[src/rtl/dmem_sb_pkg.sv]
// Shared types and constants for the data-memory store buffer.
package dmem_sb_pkg;

    localparam int unsigned SB_ADDR_W        = 32;
    localparam int unsigned SB_DATA_W        = 32;
    // Byte-offset bits ignored when matching loads against buffered stores
    localparam int unsigned WORD_OFFSET_BITS = 2;

    typedef struct packed {
        logic [SB_ADDR_W-1:0] addr;
        logic [SB_DATA_W-1:0] data;
    } sb_entry_t;

    typedef enum logic [1:0] {
        RUN   = 2'd0,
        FENCE = 2'd1,
        DONE  = 2'd2
    } sb_state_t;

endpackage

[src/rtl/sb_fwd_match.sv]
// Youngest-match selector: finds the newest valid entry whose word address equals the load's.
module sb_fwd_match
    import dmem_sb_pkg::*;
#(
    parameter int unsigned DEPTH  = 4,
    parameter int unsigned ADDR_W = SB_ADDR_W,
    parameter int unsigned DATA_W = SB_DATA_W
) (
    input  logic [DEPTH-1:0][ADDR_W-1:0]   entry_addr_i,
    input  logic [DEPTH-1:0][DATA_W-1:0]   entry_data_i,
    input  logic [$clog2(DEPTH)-1:0]       rd_ptr_i,
    input  logic [$clog2(DEPTH+1)-1:0]     count_i,
    input  logic [ADDR_W-1:0]              ld_addr_i,
    output logic                           hit_c_o,
    output logic [DATA_W-1:0]              data_c_o
);

    localparam int unsigned PTR_W = $clog2(DEPTH);
    localparam int unsigned CNT_W = $clog2(DEPTH+1);

    logic [PTR_W-1:0] idx_c;
    logic             unused_offset_c;

    // Walk from oldest to youngest so the last match (the youngest) wins
    always_comb begin
        hit_c_o  = 1'b0;
        data_c_o = '0;
        idx_c    = rd_ptr_i;
        for (int unsigned k = 0; k < DEPTH; k++) begin
            idx_c = rd_ptr_i + PTR_W'(k);
            if ((CNT_W'(k) < count_i) &&
                (entry_addr_i[idx_c][ADDR_W-1:WORD_OFFSET_BITS] ==
                 ld_addr_i[ADDR_W-1:WORD_OFFSET_BITS])) begin
                hit_c_o  = 1'b1;
                data_c_o = entry_data_i[idx_c];
            end
        end
    end

    // Byte-offset bits take no part in the match
    always_comb begin
        unused_offset_c = ^ld_addr_i[WORD_OFFSET_BITS-1:0];
        for (int unsigned k = 0; k < DEPTH; k++) begin
            unused_offset_c = unused_offset_c ^ (^entry_addr_i[k][WORD_OFFSET_BITS-1:0]);
        end
    end

endmodule

[src/rtl/dmem_store_buffer.sv]
// Posted-store FIFO between the core's store port and data memory, with load forwarding and fence drain.
module dmem_store_buffer
    import dmem_sb_pkg::*;
#(
    parameter int unsigned DEPTH  = 4,
    parameter int unsigned ADDR_W = SB_ADDR_W,
    parameter int unsigned DATA_W = SB_DATA_W
) (
    input  logic                         clk,
    input  logic                         reset,
    input  logic                         st_valid,
    input  logic [ADDR_W-1:0]            st_addr,
    input  logic [DATA_W-1:0]            st_data,
    output logic                         st_ready,
    input  logic [ADDR_W-1:0]            ld_addr,
    output logic                         ld_hit,
    output logic [DATA_W-1:0]            ld_data,
    output logic                         mem_write,
    output logic [ADDR_W-1:0]            mem_addr,
    output logic [DATA_W-1:0]            mem_write_data,
    input  logic                         mem_ready,
    input  logic                         fence_req,
    output logic                         fence_done,
    output logic [$clog2(DEPTH+1)-1:0]   count,
    output logic                         empty
);

    localparam int unsigned PTR_W = $clog2(DEPTH);
    localparam int unsigned CNT_W = $clog2(DEPTH+1);

    logic [DEPTH-1:0][ADDR_W-1:0] addr_q;
    logic [DEPTH-1:0][DATA_W-1:0] data_q;
    logic [PTR_W-1:0]             wr_ptr_q, wr_ptr_d;
    logic [PTR_W-1:0]             rd_ptr_q, rd_ptr_d;
    logic [CNT_W-1:0]             count_q, count_d;
    sb_state_t                    state_q, state_d;
    logic                         push_c;
    logic                         pop_c;

    // Handshake qualifiers and head-of-queue presentation
    assign empty          = (count_q == '0);
    assign count          = count_q;
    assign st_ready       = (count_q < CNT_W'(DEPTH)) && (state_q == RUN);
    assign mem_write      = !empty;
    assign mem_addr       = addr_q[rd_ptr_q];
    assign mem_write_data = data_q[rd_ptr_q];
    assign fence_done     = (state_q == DONE);
    assign push_c         = st_valid && st_ready;
    assign pop_c          = mem_write && mem_ready;

    // Pointer and occupancy next-state
    always_comb begin
        wr_ptr_d = wr_ptr_q;
        rd_ptr_d = rd_ptr_q;
        count_d  = count_q;
        if (push_c) begin
            wr_ptr_d = wr_ptr_q + PTR_W'(1);
        end
        if (pop_c) begin
            rd_ptr_d = rd_ptr_q + PTR_W'(1);
        end
        unique case ({push_c, pop_c})
            2'b10:   count_d = count_q + CNT_W'(1);
            2'b01:   count_d = count_q - CNT_W'(1);
            default: count_d = count_q;
        endcase
    end

    // Fence sequencing: block stores until drained, then pulse done for one cycle
    always_comb begin
        state_d = state_q;
        unique case (state_q)
            RUN: begin
                if (fence_req) begin
                    state_d = empty ? DONE : FENCE;
                end
            end
            FENCE: begin
                if (empty) begin
                    state_d = DONE;
                end
            end
            DONE:    state_d = RUN;
            default: state_d = RUN;
        endcase
    end

    // Control state registers
    always_ff @(posedge clk) begin
        if (reset) begin
            wr_ptr_q <= '0;
            rd_ptr_q <= '0;
            count_q  <= '0;
            state_q  <= RUN;
        end else begin
            wr_ptr_q <= wr_ptr_d;
            rd_ptr_q <= rd_ptr_d;
            count_q  <= count_d;
            state_q  <= state_d;
        end
    end

    // Entry storage; contents need no reset since occupancy gates every use
    always_ff @(posedge clk) begin
        if (push_c && !reset) begin
            addr_q[wr_ptr_q] <= st_addr;
            data_q[wr_ptr_q] <= st_data;
        end
    end

    sb_fwd_match #(
        .DEPTH  (DEPTH),
        .ADDR_W (ADDR_W),
        .DATA_W (DATA_W)
    ) u_fwd (
        .entry_addr_i (addr_q),
        .entry_data_i (data_q),
        .rd_ptr_i     (rd_ptr_q),
        .count_i      (count_q),
        .ld_addr_i    (ld_addr),
        .hit_c_o      (ld_hit),
        .data_c_o     (ld_data)
    );

endmodule

[config.mk]
export PLATFORM = sky130hd
export DESIGN_NAME = dmem_store_buffer
export DESIGN_NICKNAME = d
export VERILOG_FILES = /design/src/rtl/dmem_sb_pkg.sv /design/src/rtl/sb_fwd_match.sv /design/src/rtl/dmem_store_buffer.sv
export SDC_FILE = /design/constraint.sdc
export NUM_CORES = 1
export LEC_CHECK = 0
export ABC_AREA = 1
export CAP_MARGIN = 25
export CORE_MARGIN = 5
export CORE_UTILIZATION = 35
export DETAILED_ROUTE_END_ITERATION = 16
export HOLD_SLACK_MARGIN = 0.02
export PLACE_DENSITY = 0.65
export SYNTH_ARGS = -nofsm -noshare
export SYNTH_HDL_FRONTEND = slang
export SYNTH_SLANG_ARGS = --single-unit
[constraint.sdc]
create_clock -name clk -period 5.2 [get_ports clk]
set_input_delay 1.56 -clock clk [delete_from_list [all_inputs] [get_ports clk]]
set_output_delay 1.56 -clock clk [all_outputs]
set_load 0.005 [all_outputs]
# ---- Yosys cells after proc, flatten, opt, wreduce, memory -nomap -nowiden
# Index checks and enable logic that the tools add are counted.
dict set report word_totals {
  register_bits 265
  in_bits 101
  output_inout_bits 104
  elab_cells 87
}
dict set report classes {
  addsub 6
  n_reduce_logical 15
  mux 33
  magnitude_cmp 11
  eq_ne 10
}
# op n
set ops {}
lappend ops {{$bmux 32 s2} 8}
lappend ops {{$mux 32} 13}
lappend ops {{$bwmux 128} 2}
lappend ops {{$eq 30x30->1} 4}
lappend ops {{$demux 32 s2} 1}
lappend ops {{$lt 2x3->1 const B} 5}
lappend ops {{$logic_and 1x1->1} 9}
lappend ops {{$lt 1x3->1 const A} 2}
lappend ops {{$lt 2x3->1 const A} 2}
lappend ops {{$mux 2} 3}
lappend ops {{$pmux 3 s2} 1}
lappend ops {{$add 2x1->2 const B} 2}
lappend ops {{$add 2x2->2 const B} 2}
lappend ops {{$eq 2x1->1 const B} 2}
lappend ops {{$eq 2x2->1 const B} 2}
lappend ops {{$mux 1} 4}
lappend ops {{$ne 2x2->1 const B} 2}
lappend ops {{$pmux 2 s2} 1}
lappend ops {{$add 3x1->3 const B} 1}
lappend ops {{$logic_not 3->1} 1}
lappend ops {{$lt 3x3->1 const B} 1}
lappend ops {{$sub 3x1->3 const B} 1}
lappend ops {{$ge 2x1->1 const B} 1}
lappend ops {{$logic_not 1->1} 2}
lappend ops {{other kinds (3)} 3}

# ---- Depth between registers and ports, before layout
# Gate-level depths: netlist (run 1).
dict set report depth {
  ltp_word 8
  mapped_depth 21
  ltp_nobuf 17
}

# ---- Modules after synthesis
# A second synthesis (run 1) with hierarchy kept.
dict set report hier_totals {
  cells_unflattened 2816
  hier_area_um2 19610.1
}
# module instances cells_per_inst seq_area_each_um2 area_per_inst_um2
set modules_own_cells {}
lappend modules_own_cells {dmem_store_buffer 1 695 7867.5 9992.1}
lappend modules_own_cells {sb_fwd_match 1 2121 0.0 9618.0}

# ---- Worst setup path before layout (run 1)
# OpenSTA, ideal clock, no wires.
dict set report synth_path {
  path_kind {input port to flip-flop}
  startpoint {input reset}
  endpoint {register addr_q[0] (netlist bit), enable pin}
  arrival_ns 4.738
  path_stages 3
  path_slack_ns -0.024
  setup_time_ns 0.486
  n_path_buf 1
  required_time_ns 4.714
  path_cell_list {clkbuf_1 or2_2 nor2_1}
}
dict set report synth_between {
  elab_chain_len 2
}
# element line
set synth_lines {}
lappend synth_lines {{from (decl)} dmem_store_buffer.sv:10} ;# input logic reset,
lappend synth_lines {{$logic_not 1->1} dmem_store_buffer.sv:105} ;# if (push_c && !reset) begin
lappend synth_lines {{$logic_and 1x1->1} dmem_store_buffer.sv:105}
lappend synth_lines {{to (signal, indexed assignment)} dmem_store_buffer.sv:106} ;# addr_q[wr_ptr_q] <= st_addr;
lappend synth_lines {{to (decl)} dmem_store_buffer.sv:31} ;# logic [DEPTH-1:0][ADDR_W-1:0] addr_q;
# No other way between the ends.
# A chain may end at the register's enable or synchronous reset.

# ---- Final worst setup path (run 1)
dict set report layout_path {
  startpoint {input ld_addr[7]}
  endpoint {output ld_data[12]}
}
dict set report layout_between {
  elab_chain_len 6
  word_cells_on_any_way 12
  cone_classes {eq/ne: 4; mux: 4; reduce/logical: 4}
}
# element line
set layout_lines {}
lappend layout_lines {{from (decl)} dmem_store_buffer.sv:15} ;# input logic [ADDR_W-1:0] ld_addr,
lappend layout_lines {{$eq 30x30->1} sb_fwd_match.sv:32} ;# (entry_addr_i[idx_c][ADDR_W-1:WORD_OFFSET_BITS] ==
lappend layout_lines {{$logic_and 1x1->1} sb_fwd_match.sv:31} ;# if ((CNT_W'(k) < count_i) &&
lappend layout_lines {{$mux 32 (3 in a row)} sb_fwd_match.sv:31}
lappend layout_lines {{$mux 32 (*)} sb_fwd_match.sv:31}
lappend layout_lines {{to (decl)} dmem_store_buffer.sv:17} ;# output logic [DATA_W-1:0] ld_data,
# Mark *: on every way between the ends. The rest lies on a longest branch, timed or not.

==> impl_results.md, run 1 <==
* Worst Path Required at 3.64 ns
* Routed WL at 60.3 mm
* Worst Max-Slew Pin Slew at around 1 ns
* Residual DRC at 0
* Max Cap Violations at 0
* Die width at 234 um
* Final Setup Violations at 0
* Crit-path cells: clkdlybuf4s15_2 -> inv_1 -> buf_4 -> nand3_1 -> nand2_2 -> nor2_1 -> nand2_1 -> nor2_2 -> nand2_2 -> nor2_4 -> buf_12 -> buf_12 -> buf_12 -> buf_16 -> a21oi_1 -> nand2_1 -> nand2_1 -> clkbuf_2
* Reg power frac at 25.8%
* Share of cells above drive strength 1 at approximately 11%
* Avg Inst Size Synth at 7.22 um^2
* Core Area at 49800 um^2
* Crit path buffers/inverters at 8
* Clock sink count at between 200 and 300
* Synth unique cells at 30
* Synth area leader: edfxtp_1
* Worst Hold Class: register to register
* Primary FF master, synth: edfxtp_1
* RSZ-0062 raised after global routing: true
* Minimum clock period at slightly above 5 ns
* Syn nets at 2534
* Layout fillers at between 4k and 5k
* Largest net degree at the start of global routing at 196
* I/O Buffers at 202
* Syn Inst Count at 2424
* Post-Syn Area at about 17000 um^2
* Arr. time, crit path at 3.57 ns
* Die area at 54500 um^2
* Most frequent cell after synthesis: nand2_1
* Via/cell ratio at about 5.2
* Critical Path Slowest Stage Cell: clkdlybuf4s15_2
* Worst IR Drop VDD at 0.000302 V
* GRT Residual Overflow at 0
* FF+latch count, synth at 265
* IO Pins at 205
* Startpoint types: primary input
* Number of core rows at 82
* Crit path largest cell delay at 0.21 ns
* Hold WS at 0.551 ns
* Worst skew pair latency at 0.55 ns
* Global Route Usage Sum at 20.9%
* Layout Skew at 0.0178 ns
* Layout net count at 2755
* HPWL Detailed at just under 40 mm
* Internal power at around 5.8 mW
* TritonCTS clock tree: yes
* EDFF count, synth at 256
* Top Family by Delay on Critical Path: buffers and inverters
* P per Cell Area at roughly 450 nW/um^2
* Total negative slack at 0 ns
* RePlAce Congestion at roughly 0.95
* Crit path capture type: output port
* ANT nets after route at 0
* Initial core utilization at 35.2%
* Clock power frac at 22.5%
* Wire per inst at about 18 um
* Max Slew Vio Count at 0
* Vert. Die Dim at 234 um
* Sw Ratio at 42.5%
* Total CTS buffers at 34
* Longest Clk Path Bufs at 3
* Crit share post-route at 98.6%
* # H-tree levels at 2
* Synth top area share at 43.9%
* First-pass GRT wire length at 88.9 mm
* Async SR Flop Fraction at 0%
* Via count at 17.3k
* Normalized max-slew margin at about a third
* NetSw at 4.31 mW
* Vias in the first global route at approximately 16k
* Comb pwr share at 51.7%
* Top cells by count, synth: 1054 x nand2_1, 256 x edfxtp_1, 245 x o21ai_0
* Pre-antenna DRT Iters at 7
* Initial antenna violation count at 8
* CTS clk-pin slew, worst paths at 0.05 ns
* Crit-path max FO at 7
* DRT iter0 DRCs at 1578
* Area growth from synthesis to layout at 28.1%
* Synth Warn # at 0
* Static leakage at 9.85 nW
* Root buffer cell: clkbuf_16
* Maximum operating frequency at ~200 MHz
* Sequential area share after synthesis at between 40% and 50%
* Kind of critical path: primary input to output port
* Status: finished clean
* Hold Fails Final Rpt at 0
* Area contributors post-synth: edfxtp_1 44%, nand2_1 23%, o21ai_0 7.0%, nand3_1 6.4%, inv_1 4.2%
-- final timing paths --
check	start	endpoint	slack, ns	cells past startpoint
worst max-delay path	ld_addr[7]	ld_data[12]	0.07	18
worst min-delay path	wr_ptr_q[1]	wr_ptr_q[1]	0.55	2
worst max register to register	count[2]	data_q[102]	2.74	5
worst min register to register	wr_ptr_q[1]	wr_ptr_q[1]	0.55	2
-- layer usage --
layer,up-vias,track usage [%],routed length [um]
met5,-,0,46
met2,725,35.0,28500
met1,8029,26.6,24400
li1,8398,-,-
met3,131,4.59,5230
met4,10,7.21,2120
-- worst min-delay path, cell delays in order (launching register included) --
cell and delay [ns]:
dfxtp_1 0.32, inv_1 0.10, a211oi_1 0.08
-- state kept, by name, summed over array words and instances, names as in the netlist --
name and cells:
addr_q 128, count 3, data_q 128, rd_ptr_q 2, state_q 2, wr_ptr_q 2
-- cell usage in the layout (no fill, tap or decap), drive strengths merged, types with 64 or more instances in the layout --
| master | count |
|---|---|
| mux2i | 64 |
| clkbuf | 98 |
| a21oi | 73 |
| nand2 | 1056 |
| nand3 | 225 |
| edfxtp | 256 |
| buf | 115 |
| inv | 207 |
| o21ai | 259 |
| nor2 | 87 |
| clkdlybuf4s50 | 139 |
-- per-stage QoR --
step | total power [mW] | instances | util, % | cell area [um^2] | setup WS (ns)
2_1_floorplan | 5.73 | 2424 | - | 17500 | -0.0244
3_3_place_gp | 7.49 | 3242 | 41.5 | 20700 | -0.618
3_5_place_dp | 7.59 | 3242 | 41.5 | 20700 | -0.604
4_1_cts | 9.97 | 3323 | 44.7 | 22200 | -0.0115
5_1_grt | 10.8 | 3339 | 45.0 | 22400 | -0.00149
6_report | 10.1 | 3340 | 45.0 | 22400 | 0.0720
-- final cells by class --
class                   count  area, um^2  area share [%]
repair buffers            318        3400            15.2
flip-flops and latches    265        7870            35.1
clock inverters             9         145           0.648
diodes                      2        5.00          0.0223
clock buffers              48         913            4.08
multi-input cells        1819        8460            37.7
well taps                 672         841            3.75
inverters                 207         785            3.50
-- power by group through the flow --
stage	clock network, mW	logic, mW	registers, mW
finish	2.29	5.24	2.62
global route	2.42	5.79	2.64
CTS	2.35	5.00	2.62
detailed placement	0	4.93	2.67
global placement	0	4.83	2.66
floorplan	0	3.08	2.65
-- cells by family after synthesis --
family / Yosys count / synth area share (%)
flops: 265 / 45.0
simple gates: 1373 / 31.2
compound gates: 358 / 10.6
xor+xnor: 15 / 0.751
buf+inv: 340 / 8.13
mux: 64 / 3.66
fa+ha+maj: 9 / 0.644
-- what timing repair did --
action | CTS | global route
cloned | 6 | 7
resized for setup | 153 | 119
hold buffers | 0 | 0
pin swaps | 27 | 40
endpoints found under the setup margin | 33 | 33
buffers inserted | 18 | 7
endpoints found under the hold margin | 0 | 0
Power figures use the tool's default switching activity.
==> inputs of run 2 (changes only) <==
--- a/config.mk
+++ b/config.mk
@@ -11,7 +11,7 @@
 export CORE_UTILIZATION = 35
 export DETAILED_ROUTE_END_ITERATION = 16
 export HOLD_SLACK_MARGIN = 0.02
-export PLACE_DENSITY = 0.65
+export PLACE_DENSITY = 0.63
 export SYNTH_ARGS = -nofsm -noshare
 export SYNTH_HDL_FRONTEND = slang
 export SYNTH_SLANG_ARGS = --single-unit
==> constraint.sdc (replaced) <==
create_clock -name clk -period 5.3 [get_ports clk]
set_input_delay 1.59 -clock clk [delete_from_list [all_inputs] [get_ports clk]]
set_output_delay 1.59 -clock clk [all_outputs]
set_load 0.005 [all_outputs]
==> run 2 against run 1 <==
Sequential share of layout area rose by 0.20 points. Cell area fell by 0.56%. Wire length fell by 1.3%. Critical path type unchanged.
==> impl_results.md, run 2 (same netlist as run 1, synthesis figures left out) <==
* Initial core utilization at 35.2% (unchanged)
* R2R Setup Slk at 2.52 ns (-0.22 ns)
* Most common cell after layout, fill and taps aside: nand2_1
* Crit path capture type: output port
* P per Cell Area at 445 nW/um^2 (-1.7%)
* Routed WL at 59.5 mm (-1.3%)
* DRT iter0 DRCs at 1395 (-12%)
* # H-tree levels at 2 (unchanged)
* Worst Max-Slew Pin Slew at 0.908 ns (-0.111 ns)
* Max Cap Violations at 0 (unchanged)
* Kind of critical path: primary input to output port
* RSZ-0062 raised after global routing: false
* Layout net count at 2743 (-0.44%)
* Most used cell, CP: nand2_1
* GRT Residual Overflow at 0 (unchanged)
* Total CTS buffers at 34 (unchanged)
* Crit Reg-Reg Endpoint: data_q[112]
* Die area at 54500 um^2 (unchanged)
* Worst IR Drop VDD at 0.000264 V (-13%)
* Die width at 234 um (unchanged)
* Total negative slack at 0 ns (unchanged)
* Top Family by Delay on Critical Path: buffers and inverters
* Global Route Usage Sum at 21.2% (+0.34 points)
* TritonCTS clock tree: yes
* Worst Hold Class: register to register
* Critical Path Slowest Stage Cell: dlygate4sd2_1
* Crit path buffers/inverters at 8 (unchanged)
* Root buffer cell: clkbuf_16
* Crit share post-route at 98.3%
* Arr. time, crit path at 3.62 ns (+0.05 ns)
* Hold Fails Final Rpt at 0 (unchanged)
* Hold EP: wr_ptr_q[1]
* Critical R2R Launch: count[2]
* Startpoint types: primary input
* Normalized max-slew margin at 39.3% (+7.3 points)
* Via count at 17.1k (-0.86%)
* Status: finished clean
* Crit path largest cell delay at 0.26 ns (+0.05 ns)
* Via/cell ratio at 5.14 (-0.68%)
* Largest net degree at the start of global routing at 137 (-30%)
* Hold WS at 0.555 ns (+0.00333 ns)
* Initial antenna violation count at 7 (-1)
* Minimum clock period at 5.21 ns
* Number of core rows at 82 (unchanged)
* Cts hold-fix bufs at 0 (unchanged)
* Share of cells above drive strength 1 at 10.3% (-0.79 points)
* Wire per inst at 17.9 um (-1.1%)
* Vias in the first global route at 16.2k (+0.63%)
* Area growth from synthesis to layout at 27.4%
* Longest Clk Path Bufs at 3 (unchanged)
* Core Area at 49800 um^2 (unchanged)
* Layout Skew at 0.0239 ns (+0.00608 ns)
* Maximum operating frequency at 192 MHz
* RePlAce Congestion at 0.942 (-0.43%)
* Cells on Worst Hold Path at 2 (unchanged)
* Pre-antenna DRT Iters at 6 (-1)
* Worst setup startpoint: ld_addr[24]
* Crit-path max FO at 5 (-2)
* Most frequent cells in the layout: 1037 x nand2_1, 256 x edfxtp_1, 239 x o21ai_0
* ANT nets after route at 0 (unchanged)
* IO Pins at 205 (unchanged)
* Min-delay src: wr_ptr_q[1]
* Max Slew Vio Count at 0 (unchanged)
* I/O Buffers at 202 (unchanged)
* Crit-path cells: dlygate4sd2_1 -> buf_4 -> nand2_1 -> nand2_1 -> nor2_2 -> nand2_2 -> nor2_4 -> nand2_2 -> nor2_4 -> buf_12 -> buf_12 -> buf_16 -> buf_12 -> buf_4 -> nand3_1 -> nand2_1 -> nand2_1 -> nand2_1 -> buf_2
* CTS clk-pin slew, worst paths at 0.05 ns (about the same)
* Static leakage at 9.79 nW (-0.61%)
* First-pass GRT wire length at 89.9 mm (+1.0%)
* Worst Path Required at 3.71 ns (+0.07 ns)
* Clock sink count at 265 (unchanged)
* Layout Utilization at 44.8% (-0.25 points)
* Vert. Die Dim at 234 um (unchanged)
* HPWL Detailed at 40.4 mm (+3.7%)
* Final Setup Violations at 0 (unchanged)
* Residual DRC at 0 (unchanged)
* Reg2reg path depth at 5 (unchanged)
* Worst skew pair latency at 0.55 ns (about the same)
* Overall Power at 9.92 mW (-2.2%)
* Placed Cells at 3241 (-0.031%)
* Fin cells at 3334 (-0.18%)
==> run 2: repair_timing <==
| action | 4_1_cts | 5_1_grt |
|---|---|---|
| cloned | 10 | 0 |
| endpoints found under the setup margin | 33 | 34 |
| setup buffers | 19 | 0 |
| pin swaps | 25 | 21 |
| resized for setup | 145 | 93 |
==> run 2: worst max-delay path by stage <==
stage,to,slack (ns),cells after the start
finish,ld_data[29],0.09,19
global route,ld_data[29],0.005,17
CTS,ld_data[18],0.003,18
detailed placement,ld_data[6],-0.62,15
global placement,ld_data[30],-0.64,15
floorplan,addr_q[0],0.05,3
==> run 2: per-layer routing <==
metal	GRT usage, %	up-vias	part of all wire, %
met4	6.59	6	3.0
met5	0	-	0.057
met1	26.5	7948	41
met3	4.67	128	8.3
met2	36.5	695	48
li1	-	8368	-
==> run 2: power breakdown <==
| group | switching [mW] | internal (mW) |
|---|---|---|
| sequential | 0.0890 | 2.49 |
| clock | 0.926 | 1.48 |
| combinational | 3.18 | 1.76 |
==> run 2: area by class of cell <==
cell class,instances,area (um^2)
Clock buffer,41,918
Multi-Input combinational cell,1819,8400
Antenna cell,4,10.0
Inverter,207,782
Timing Repair Buffer,306,3210
Clock inverter,20,249
Tap cell,672,841
Fill cell,4836,27500
Sequential cell,265,7870
==> run 2: worst register-to-register path: stages (launching register included) <==
cell and delay [ns]:
dfxtp_1 0.38, nor3_1 0.28, nand2_1 0.21, or2_2 0.43
nor2_4 0.72, buf_4 0.42
==> run 2: stage by stage <==
| step | cell area, um^2 | worst slack [ns] |
|---|---|---|
| CTS | 22400 | 0.00262 |
| detailed placement | 20600 | -0.624 |
| global route | 22300 | 0.00507 |
| finish | 22300 | 0.0875 |
| global placement | 20600 | -0.643 |
| floorplan | 17500 | 0.0456 |
